## config.mk

```make
export PLATFORM = sky130hd
export DESIGN_NAME = serial_adder
export DESIGN_NICKNAME = d
export VERILOG_FILES = /design/src/rtl/serial_adder_pkg.sv /design/src/rtl/serial_adder_add_digit.sv /design/src/rtl/serial_adder.sv
export SDC_FILE = /design/constraint.sdc
export NUM_CORES = 1
export LEC_CHECK = 0
export ABC_AREA = 1
export CORE_ASPECT_RATIO = 0.6
export CORE_MARGIN = 8
export CORE_UTILIZATION = 65
export CTS_CLUSTER_DIAMETER = 200
export DETAILED_ROUTE_END_ITERATION = 8
export DONT_BUFFER_PORTS = 1
export PLACE_DENSITY = 0.91
export SLEW_MARGIN = 30
export SYNTH_ARGS = -nofsm -noshare
export SYNTH_HDL_FRONTEND = slang
export SYNTH_SLANG_ARGS = --single-unit
```

## constraint.sdc

```tcl
create_clock -name clk -period 4.9 [get_ports clk]
set_input_delay 0.98 -clock clk [delete_from_list [all_inputs] [get_ports clk]]
set_output_delay 0.98 -clock clk [all_outputs]
set_load 0.02 [all_outputs]
```

## src/rtl/serial_adder_pkg.sv

```systemverilog
// serial_adder_pkg: FSM state encoding shared by the serial adder.
package serial_adder_pkg;
    typedef enum logic [1:0] {IDLE, RUN, DONE} state_e;
endpackage

```

## src/rtl/serial_adder_add_digit.sv

```systemverilog
// add_digit: DIGIT-wide ripple-carry adder built from full-adder cells,
// also exposing the carry into the MSB for signed-overflow detection.
module add_digit #(
    parameter int DIGIT = 4
) (
    input  logic [DIGIT-1:0] a,
    input  logic [DIGIT-1:0] b,
    input  logic             cin,
    output logic [DIGIT-1:0] sum,
    output logic             cout,
    output logic             cmsb
);
    logic [DIGIT:0] c;
    assign c[0] = cin;
    for (genvar i = 0; i < DIGIT; i++) begin : g_fa
        assign sum[i]   = a[i] ^ b[i] ^ c[i];
        assign c[i+1]   = (a[i] & b[i]) | (c[i] & (a[i] ^ b[i]));
    end
    assign cout = c[DIGIT];
    assign cmsb = c[DIGIT-1];
endmodule

```

## src/rtl/serial_adder.sv

```systemverilog
// serial_adder: digit-serial add/subtract, DIGIT bits per clock, LSB slice first.
// Subtraction latches ~b with carry-in 1, so cout=1 means no borrow.
module serial_adder
    import serial_adder_pkg::*;
#(
    parameter int WIDTH = 32,
    parameter int DIGIT = 4
) (
    input  logic             clk,
    input  logic             rst_n,
    input  logic             start,
    input  logic             sub,
    input  logic [WIDTH-1:0] a,
    input  logic [WIDTH-1:0] b,
    output logic             busy,
    output logic             done,
    output logic [WIDTH-1:0] sum,
    output logic             cout,
    output logic             ovf
);
    localparam int N = WIDTH / DIGIT;
    localparam int CW = $clog2(N) + 1;
    localparam logic [CW-1:0] LAST = CW'(N - 1);

    state_e           state_q, state_d;
    logic [WIDTH-1:0] a_q, a_d, b_q, b_d, sum_q, sum_d;
    logic             carry_q, carry_d, cout_q, cout_d, ovf_q, ovf_d;
    logic [CW-1:0]    cnt_q, cnt_d;
    logic [DIGIT-1:0] dsum;
    logic             dco, dcm;

    add_digit #(.DIGIT(DIGIT)) u_add (
        .a   (a_q[DIGIT*int'(cnt_q) +: DIGIT]),
        .b   (b_q[DIGIT*int'(cnt_q) +: DIGIT]),
        .cin (carry_q),
        .sum (dsum),
        .cout(dco),
        .cmsb(dcm)
    );

    always_comb begin
        state_d = state_q;
        a_d     = a_q;
        b_d     = b_q;
        sum_d   = sum_q;
        carry_d = carry_q;
        cout_d  = cout_q;
        ovf_d   = ovf_q;
        cnt_d   = cnt_q;
        case (state_q)
            IDLE, DONE: begin
                state_d = start ? RUN : IDLE;
                if (start) begin
                    a_d     = a;
                    b_d     = sub ? ~b : b;
                    carry_d = sub;
                    cnt_d   = '0;
                end
            end
            RUN: begin
                sum_d[DIGIT*int'(cnt_q) +: DIGIT] = dsum;
                carry_d = dco;
                // counter wraps to 0 on the last slice so it never indexes past the operands
                cnt_d   = (cnt_q == LAST) ? '0 : cnt_q + CW'(1);
                if (cnt_q == LAST) begin
                    state_d = DONE;
                    cout_d  = dco;
                    ovf_d   = dcm ^ dco;
                end
            end
            default: state_d = IDLE;
        endcase
    end

    always_ff @(posedge clk or negedge rst_n) begin
        if (!rst_n) begin
            state_q <= IDLE;
            a_q     <= '0;
            b_q     <= '0;
            sum_q   <= '0;
            carry_q <= 1'b0;
            cout_q  <= 1'b0;
            ovf_q   <= 1'b0;
            cnt_q   <= '0;
        end else begin
            state_q <= state_d;
            a_q     <= a_d;
            b_q     <= b_d;
            sum_q   <= sum_d;
            carry_q <= carry_d;
            cout_q  <= cout_d;
            ovf_q   <= ovf_d;
            cnt_q   <= cnt_d;
        end
    end

    assign busy = state_q == RUN;
    assign done = state_q == DONE;
    assign sum  = sum_q;
    assign cout = cout_q;
    assign ovf  = ovf_q;
endmodule

```

==> impl_metrics.xml, run 1 <==
<?xml version="1.0" encoding="UTF-8"?>
<metrics>
  <group name="sta">
    <metric name="max_slew.worst_pin.slew" unit="ns">0.926</metric>
    <metric name="maxSlewHeadroom" unit="%">38.0</metric>
    <metric name="finalSetupTns" unit="ns">0</metric>
    <metric name="final_min_period_over_clock_period" unit="%">80.2</metric>
    <metric name="finalSetupViolations" unit="">0</metric>
    <metric name="layout_min_cycle_time" unit="ns">3.93</metric>
    <metric name="rsz0062_at_grt" unit="">no</metric>
    <metric name="max_clock_freq" unit="GHz">0.255</metric>
    <metric name="finalHoldViolCount" unit="">0</metric>
    <metric name="final_max_slew_violation_count" unit="">0</metric>
    <metric name="fin_skew" unit="ns">0.00765</metric>
  </group>
  <group name="global_route">
    <metric name="grt_pass1_vias" unit="">3860</metric>
    <metric name="grt_usage" unit="%">22.8</metric>
    <metric name="grt_start_max_net_pins" unit="">106</metric>
    <metric name="antenna_found_initial" unit="">2</metric>
    <metric name="grt_first_pass_wirelength" unit="um">20300</metric>
    <metric name="globalRoute.totalOverflow" unit="">0</metric>
  </group>
  <group name="final_layout">
    <metric name="utilization" unit="%">71.2</metric>
    <metric name="ratio_of_cells_with_drive_above_1_in_the_final_layout" unit="%">13.3</metric>
    <metric name="area.growth.synth_to_final" unit="%">6.76</metric>
    <metric name="area.sequential" unit="mm^2">0.00263</metric>
    <metric name="finish.net_count" unit="">619</metric>
    <metric name="most_common_library_cell_in_the_layout_ignoring_fill_and_taps" unit="">sky130_fd_sc_hd__nand2_1</metric>
    <metric name="layout.filler_cells" unit="">539</metric>
    <metric name="layout_common_cells" unit="">sky130_fd_sc_hd__nand2_1 (124), sky130_fd_sc_hd__dfrtp_1 (105), sky130_fd_sc_hd__o21ai_0 (69)</metric>
    <metric name="multiInputGateArea" unit="mm^2">0.00239</metric>
    <metric name="antennaDiodeCount" unit="">0</metric>
  </group>
  <group name="detailed_routing">
    <metric name="count_of_unresolved_drc_violations_after_routing" unit="">0</metric>
    <metric name="first_pass_iters" unit="">5</metric>
    <metric name="vias_per_instance" unit="">6.02</metric>
    <metric name="drt_wl_total" unit="um">12700</metric>
    <metric name="postRouteAntennaNets" unit="">0</metric>
    <metric name="routed_wire_length_per_instance" unit="um">19.4</metric>
    <metric name="drt-initial-drc-count" unit="">335</metric>
    <metric name="detailroute.via_count" unit="">3958</metric>
  </group>
  <group name="power">
    <metric name="power_density" unit="mW/mm^2">820</metric>
    <metric name="power.static_leakage" unit="nW">2.58</metric>
    <metric name="max-vdd-ir-drop" unit="mV">0.383</metric>
    <metric name="post-layout-total-power" unit="mW">4.58</metric>
  </group>
  <group name="floorplanning">
    <metric name="die_span_x" unit="um">132</metric>
    <metric name="dieHeight" unit="um">85.5</metric>
    <metric name="floorplan.core_area" unit="mm^2">0.00785</metric>
    <metric name="starting_density_of_the_core" unit="%">66.7</metric>
    <metric name="boundaryPins" unit="">104</metric>
    <metric name="num_rows" unit="">25</metric>
    <metric name="die_area" unit="mm^2">0.0113</metric>
  </group>
  <group name="yosys">
    <metric name="synthesis.area" unit="mm^2">0.00524</metric>
    <metric name="synth_warnings" unit="">0</metric>
    <metric name="postSynthRegisterBits" unit="">105</metric>
    <metric name="synth_cell_type_count" unit="">30</metric>
    <metric name="asyncSetResetFlopFracSynth" unit="%">100</metric>
    <metric name="netlist.area_leader.share" unit="%">50.2</metric>
    <metric name="synth_fp_nets" unit="">636</metric>
    <metric name="synthesis.instances" unit="">561</metric>
    <metric name="synth_top_cell_by_area" unit="">sky130_fd_sc_hd__dfrtp_1</metric>
    <metric name="yosys-top-cells-area" unit="">sky130_fd_sc_hd__dfrtp_1 (50%), sky130_fd_sc_hd__nand2_1 (9.0%), sky130_fd_sc_hd__mux2_2 (6.9%)</metric>
    <metric name="ys.flop_type" unit="">sky130_fd_sc_hd__dfrtp_1</metric>
    <metric name="sequential_cell_area_fraction_in_the_yosys_report" unit="%">50.2</metric>
    <metric name="syn-mean-instance-area" unit="um^2">9.33</metric>
    <metric name="synth_edf_count" unit="">0</metric>
  </group>
  <group name="clock_network">
    <metric name="cts_hold_buffers" unit="">0</metric>
    <metric name="cts.htree.levels" unit="">3</metric>
    <metric name="root_buffer" unit="">sky130_fd_sc_hd__clkbuf_16</metric>
    <metric name="cts.sink_count" unit="">105</metric>
    <metric name="tritoncts" unit="">done</metric>
    <metric name="post_cts_resize_count" unit="">0</metric>
    <metric name="clkSlewWorstSetupHoldPaths" unit="ns">0.07</metric>
    <metric name="cts_setup_buffers" unit="">0</metric>
    <metric name="deepest_clock_path_buffer_count" unit="">2</metric>
    <metric name="clkLatencyLatePin" unit="ns">0.35</metric>
    <metric name="cts_buffers" unit="">9</metric>
  </group>
  <group name="worst_setup_path">
    <metric name="startpoint_type" unit="">register</metric>
    <metric name="critPathKind" unit="">reg2reg</metric>
    <metric name="worstPathCellList" unit="">buf_4 &gt; inv_2 &gt; o21ai_0 &gt; o22ai_1 &gt; nand2_1 &gt; nand2_1 &gt; fa_1 &gt; fa_1 &gt; inv_1 &gt; fa_1 &gt; fa_1 &gt; inv_1 &gt; nand2_1 &gt; nor2_1 &gt; inv_1 &gt; o21ai_1</metric>
    <metric name="worst-endpoint-required" unit="ns">5.17</metric>
    <metric name="worstPathArrival" unit="ns">4.20</metric>
    <metric name="timing.rr.end" unit="">sum[15]$_DFFE_PN0P_</metric>
    <metric name="r2r_slack" unit="ns">0.97</metric>
    <metric name="critPathCaptureType" unit="">register</metric>
    <metric name="timing.reg2reg.worst_path_depth" unit="">16</metric>
    <metric name="slowest_stage" unit="">sky130_fd_sc_hd__fa_1</metric>
    <metric name="stage_delay_of_the_slowest_cell_on_the_critical_path" unit="ns">0.45</metric>
    <metric name="worst-path-max-fanout" unit="">45</metric>
    <metric name="rr_startpoint" unit="">cnt_q[0]$_DFFE_PN0P_</metric>
    <metric name="timing.critical_path.mode_cell" unit="">sky130_fd_sc_hd__fa_1</metric>
  </group>
  <group name="placement">
    <metric name="port_buffers" unit="">0</metric>
    <metric name="routability_congestion_estimate_from_global_placement" unit="">0.818</metric>
    <metric name="hpwl" unit="um">9020</metric>
  </group>
  <group name="job">
    <metric name="max-cap-violations" unit="">0</metric>
  </group>
  <group name="worst_hold_path">
    <metric name="hold_class" unit="">in2async</metric>
  </group>
  <group name="run_status">
    <metric name="status" unit="">completed</metric>
  </group>
</metrics>
[cell families after synthesis]
| family | count (synthesis) | synth area share (%) |
|---|---|---|
| adder cells (fa/ha/maj) | 7 | 2.25 |
| flip-flops | 105 | 50.2 |
| AND/OR/NAND/NOR | 225 | 20.3 |
| multiplexers | 32 | 6.88 |
| buffers and inverters | 55 | 4.23 |
| XOR/XNOR | 34 | 5.69 |
| AO/OA/AOI/OAI | 103 | 10.5 |
[cells in the mapped netlist (2+ instances only)]
library cell / instances
sky130_fd_sc_hd__nand2_1: 125
sky130_fd_sc_hd__dfrtp_1: 105
sky130_fd_sc_hd__o21ai_0: 69
sky130_fd_sc_hd__nor2_1: 50
sky130_fd_sc_hd__xnor2_1: 33
sky130_fd_sc_hd__mux2_2: 32
sky130_fd_sc_hd__nand4_1: 23
sky130_fd_sc_hd__inv_1: 22
sky130_fd_sc_hd__o22ai_1: 17
sky130_fd_sc_hd__clkbuf_1: 16
sky130_fd_sc_hd__o21ai_1: 15
sky130_fd_sc_hd__buf_2: 12
sky130_fd_sc_hd__nand3_1: 9
sky130_fd_sc_hd__nand2_4: 5
sky130_fd_sc_hd__fa_1: 4
sky130_fd_sc_hd__ha_1: 3
sky130_fd_sc_hd__inv_2: 3
sky130_fd_sc_hd__nand2_2: 3
sky130_fd_sc_hd__nor2_8: 3
sky130_fd_sc_hd__buf_1: 2
[final cells by class]
cell class,instances,share of cell area [%]
Clock buffer,10,4.27
Clock inverter,6,1.61
Inverter,25,1.68
Multi-Input combinational cell,401,42.7
Sequential cell,105,47.0
Tap cell,108,2.42
Timing Repair Buffer,2,0.269
[metal layers]
metal  global-route usage, %  vias to the layer above  part of all wire [%]
li1                        -                     1838                     -
met1                    28.7                     1889                    41
met2                    34.4                      200                    45
met3                    9.98                       27                    12
met4                    7.88                        4                   1.9
met5                       0                        -                  0.18
[worst max-delay path: cells and delay by family (launching register included)]
family	cells	cell delay (ns)
simple gates	4	0.45
fa+ha+maj	4	1.44
flops	1	0.33
buf+inv	5	1.08
compound gates	3	0.55
[worst max path at each step]
stage                          from                   to  cells past startpoint
2_1_floorplan  cnt_q[0]$_DFFE_PN0P_  sum[15]$_DFFE_PN0P_                     17
3_3_place_gp   cnt_q[0]$_DFFE_PN0P_  sum[23]$_DFFE_PN0P_                     16
3_5_place_dp   cnt_q[0]$_DFFE_PN0P_  sum[15]$_DFFE_PN0P_                     16
4_1_cts        cnt_q[0]$_DFFE_PN0P_  sum[15]$_DFFE_PN0P_                     16
5_1_grt        cnt_q[0]$_DFFE_PN0P_  sum[15]$_DFFE_PN0P_                     16
6_report       cnt_q[0]$_DFFE_PN0P_  sum[15]$_DFFE_PN0P_                     16
[per-stage QoR]
step,cells,worst slack [ns],area [um^2],hold slack [ns]
floorplan,561,1.76,5240,0.448
global placement,641,1.30,5260,0.467
detailed placement,641,1.07,5260,0.479
CTS,657,1.04,5590,0.311
global route,657,0.635,5590,0.303
finish,657,0.972,5590,0.319
[power breakdown]
group / total, mW / internal, mW / switching (mW)
Combinational: 2.15 / 0.723 / 1.43
Sequential: 1.65 / 1.25 / 0.399
Clock: 0.783 / 0.463 / 0.320
[flip-flops by register name (all words and copies together) (netlist names)]
name	cells
state_q	2
carry_q	1
ovf	1
a_q	32
cnt_q	4
cout	1
b_q	32
sum	32
Note: power is estimated with default switching activity, not from simulation.
==> run 2, diff against run 1 <==
--- a/config.mk
+++ b/config.mk
@@ -8,11 +8,11 @@
 export ABC_AREA = 1
 export CORE_ASPECT_RATIO = 0.6
 export CORE_MARGIN = 8
-export CORE_UTILIZATION = 65
+export CORE_UTILIZATION = 63
 export CTS_CLUSTER_DIAMETER = 200
 export DETAILED_ROUTE_END_ITERATION = 8
 export DONT_BUFFER_PORTS = 1
-export PLACE_DENSITY = 0.91
+export PLACE_DENSITY = 0.89
 export SLEW_MARGIN = 30
 export SYNTH_ARGS = -nofsm -noshare
 export SYNTH_HDL_FRONTEND = slang
==> constraint.sdc (replaced) <==
create_clock -name clk -period 4 [get_ports clk]
set_input_delay 0.8 -clock clk [delete_from_list [all_inputs] [get_ports clk]]
set_output_delay 0.8 -clock clk [all_outputs]
set_load 0.02 [all_outputs]
==> run 2 against run 1 <==
Non-clock buffer count is 2 higher. Global-route usage is 0.31 points lower. Sequential power is 22% higher. Register-to-register slack worse by 0.31 ns. Clock skew hardly changed. Critical path depth is 5 lower. Sequential cell count stayed put. Sequential share of layout area hardly changed. Final area hardly changed. Cell count is 0.46% higher. First-iteration DRC count is 33% higher. Worst hold slack worse by 0.18 ns. Critical endpoint is now ovf$_DFFE_PN0P_. Largest cell class unchanged.
==> impl_metrics.xml, run 2 (synthesis results as in run 1) <==
<?xml version="1.0" encoding="UTF-8"?>
<metrics>
  <group name="placement">
    <metric name="post-place-cells" unit="">643</metric>
    <metric name="hpwl" unit="um">9220</metric>
    <metric name="port_buffers" unit="">0</metric>
    <metric name="routability_congestion_estimate_from_global_placement" unit="">0.883</metric>
    <metric name="setup_ws_pre_cts" unit="ns">0.774</metric>
  </group>
  <group name="global_route">
    <metric name="grt_start_max_net_pins" unit="">106</metric>
    <metric name="grt_pass1_vias" unit="">3903</metric>
    <metric name="grt_usage" unit="%">22.5</metric>
    <metric name="antenna_found_initial" unit="">4</metric>
    <metric name="grt_first_pass_wirelength" unit="um">20500</metric>
    <metric name="globalRoute.totalOverflow" unit="">0</metric>
  </group>
  <group name="clock_network">
    <metric name="tritoncts" unit="">done</metric>
    <metric name="cts.htree.levels" unit="">3</metric>
    <metric name="cts_buffers" unit="">9</metric>
    <metric name="clkSlewWorstSetupHoldPaths" unit="ns">0.07</metric>
    <metric name="deepest_clock_path_buffer_count" unit="">2</metric>
    <metric name="cts.sink_count" unit="">105</metric>
    <metric name="cts_setup_buffers" unit="">0</metric>
    <metric name="post_cts_resize_count" unit="">0</metric>
    <metric name="root_buffer" unit="">sky130_fd_sc_hd__clkbuf_16</metric>
    <metric name="cts_hold_buffers" unit="">0</metric>
    <metric name="clkLatencyLatePin" unit="ns">0.35</metric>
  </group>
  <group name="worst_setup_path">
    <metric name="r2r_slack" unit="ns">0.66</metric>
    <metric name="worst-path-max-fanout" unit="">8</metric>
    <metric name="slowest_stage" unit="">sky130_fd_sc_hd__dfrtp_1</metric>
    <metric name="critPathCaptureType" unit="">register</metric>
    <metric name="worstPathArrival" unit="ns">3.55</metric>
    <metric name="critPathKind" unit="">reg2reg</metric>
    <metric name="stage_delay_of_the_slowest_cell_on_the_critical_path" unit="ns">0.51</metric>
    <metric name="worst-endpoint-required" unit="ns">4.21</metric>
    <metric name="timing.reg2reg.worst_path_depth" unit="">11</metric>
    <metric name="worstPathCellList" unit="">inv_2 &gt; nor2_1 &gt; nand2_1 &gt; nand2_1 &gt; fa_1 &gt; fa_1 &gt; inv_1 &gt; fa_1 &gt; fa_1 &gt; xnor2_1 &gt; o21ai_0</metric>
    <metric name="timing.rr.end" unit="">ovf$_DFFE_PN0P_</metric>
    <metric name="startpoint_type" unit="">register</metric>
    <metric name="rr_startpoint" unit="">cnt_q[2]$_DFFE_PN0P_</metric>
    <metric name="timing.critical_path.mode_cell" unit="">sky130_fd_sc_hd__fa_1</metric>
  </group>
  <group name="floorplanning">
    <metric name="dieHeight" unit="um">86.6</metric>
    <metric name="die_area" unit="mm^2">0.0116</metric>
    <metric name="num_rows" unit="">25</metric>
    <metric name="starting_density_of_the_core" unit="%">65.6</metric>
    <metric name="die_span_x" unit="um">134</metric>
    <metric name="boundaryPins" unit="">104</metric>
    <metric name="floorplan.core_area" unit="mm^2">0.00798</metric>
  </group>
  <group name="detailed_routing">
    <metric name="postRouteAntennaNets" unit="">0</metric>
    <metric name="vias_per_instance" unit="">6.01</metric>
    <metric name="count_of_unresolved_drc_violations_after_routing" unit="">0</metric>
    <metric name="drt-initial-drc-count" unit="">446</metric>
    <metric name="routed_wire_length_per_instance" unit="um">19.2</metric>
    <metric name="drt_wl_total" unit="um">12700</metric>
    <metric name="detailroute.via_count" unit="">3966</metric>
    <metric name="first_pass_iters" unit="">5</metric>
  </group>
  <group name="job">
    <metric name="max-cap-violations" unit="">0</metric>
  </group>
  <group name="sta">
    <metric name="max_slew.worst_pin.slew" unit="ns">0.904</metric>
    <metric name="finalHoldViolCount" unit="">0</metric>
    <metric name="finalSetupTns" unit="ns">0</metric>
    <metric name="final_critical_path_setup_slack" unit="ns">0.661</metric>
    <metric name="max_clock_freq" unit="GHz">0.300</metric>
    <metric name="finalSetupViolations" unit="">0</metric>
    <metric name="rsz0062_at_grt" unit="">no</metric>
    <metric name="maxSlewHeadroom" unit="%">39.7</metric>
    <metric name="final_min_period_over_clock_period" unit="%">83.5</metric>
    <metric name="fin_skew" unit="ns">0.00770</metric>
    <metric name="final_max_slew_violation_count" unit="">0</metric>
    <metric name="layout_min_cycle_time" unit="ns">3.34</metric>
  </group>
  <group name="final_layout">
    <metric name="ratio_of_cells_with_drive_above_1_in_the_final_layout" unit="%">13.4</metric>
    <metric name="layout.cells.non_filler" unit="">660</metric>
    <metric name="most_common_library_cell_in_the_layout_ignoring_fill_and_taps" unit="">sky130_fd_sc_hd__nand2_1</metric>
    <metric name="finish.net_count" unit="">621</metric>
    <metric name="area.growth.synth_to_final" unit="%">6.74</metric>
    <metric name="layout_common_cells" unit="">sky130_fd_sc_hd__nand2_1 (124), sky130_fd_sc_hd__dfrtp_1 (105), sky130_fd_sc_hd__o21ai_0 (69)</metric>
  </group>
  <group name="power">
    <metric name="max-vdd-ir-drop" unit="mV">0.518</metric>
    <metric name="power_density" unit="mW/mm^2">991</metric>
    <metric name="power.static_leakage" unit="nW">2.57</metric>
  </group>
  <group name="worst_hold_path">
    <metric name="hold_class" unit="">in2async</metric>
  </group>
  <group name="run_status">
    <metric name="status" unit="">completed</metric>
  </group>
</metrics>
==> run 2: cell count changes in the layout (fill, tap and decap cells not counted) <==
cell	delta
sky130_fd_sc_hd__nand2_8	+1
sky130_fd_sc_hd__clkbuf_8	-1
sky130_fd_sc_hd__clkinvlp_4	+1
sky130_fd_sc_hd__diode_2	+1
sky130_fd_sc_hd__buf_4	+2
sky130_fd_sc_hd__bufinv_16	-1
sky130_fd_sc_hd__nand2_2	-1
sky130_fd_sc_hd__clkbuf_1	+1
==> run 2: how the worst max path moves through the flow <==
stage                          from                  end  slack [ns]  cells past startpoint
2_1_floorplan  cnt_q[0]$_DFFE_PN0P_  sum[15]$_DFFE_PN0P_        0.86                     17
3_3_place_gp   cnt_q[2]$_DFFE_PN0P_  sum[23]$_DFFE_PN0P_        0.87                     14
3_5_place_dp   cnt_q[2]$_DFFE_PN0P_      ovf$_DFFE_PN0P_        0.77                     11
4_1_cts        cnt_q[2]$_DFFE_PN0P_      ovf$_DFFE_PN0P_        0.74                     11
5_1_grt        cnt_q[1]$_DFFE_PN0P_  sum[15]$_DFFE_PN0P_        0.36                     15
6_report       cnt_q[2]$_DFFE_PN0P_      ovf$_DFFE_PN0P_        0.66                     11
==> run 2: metrics by stage <==
| step | util [%] | area [um^2] | hold WS, ns | power [mW] |
|---|---|---|---|---|
| floorplan | - | 5240 | 0.448 | 3.92 |
| detailed placement | 66.2 | 5280 | 0.476 | 4.60 |
| CTS | 69.9 | 5580 | 0.134 | 5.50 |
| global route | 70.1 | 5590 | 0.124 | 5.93 |
| finish | 70.1 | 5590 | 0.141 | 5.54 |
| global placement | 66.2 | 5280 | 0.464 | 4.46 |
==> run 2: metal layers <==
| layer | vias up | GRT usage [%] | routed length, um |
|---|---|---|---|
| li1 | 1842 | - | - |
| met4 | 6 | 6.89 | 224 |
| met3 | 27 | 11.4 | 1480 |
| met1 | 1892 | 28.4 | 5310 |
| met5 | - | 0 | 35 |
| met2 | 199 | 33.0 | 5630 |
==> run 2: final cells by class <==
cell class | instances | area [um^2]
fill | 618 | 2390
sequential | 105 | 2630
clock inverter | 6 | 67.6
clock buffer | 10 | 229
multi-input combinational | 401 | 2400
inverter | 25 | 93.8
antenna | 1 | 2.50
timing repair buffer | 4 | 30.0
tap | 108 | 135
==> run 2: power by group <==
group          switching (mW)  internal (mW)
sequential              0.481           1.53
clock                   0.391          0.487
combinational            1.74          0.906
==> run 2: critical path: cells and delay by family (launching register included) <==
| kind | cells | cell delay (ns) |
|---|---|---|
| fa+ha+maj | 4 | 1.28 |
| compound gates | 1 | 0.17 |
| simple gates | 3 | 0.72 |
| flops | 1 | 0.51 |
| buf+inv | 2 | 0.15 |
| xor+xnor | 1 | 0.37 |
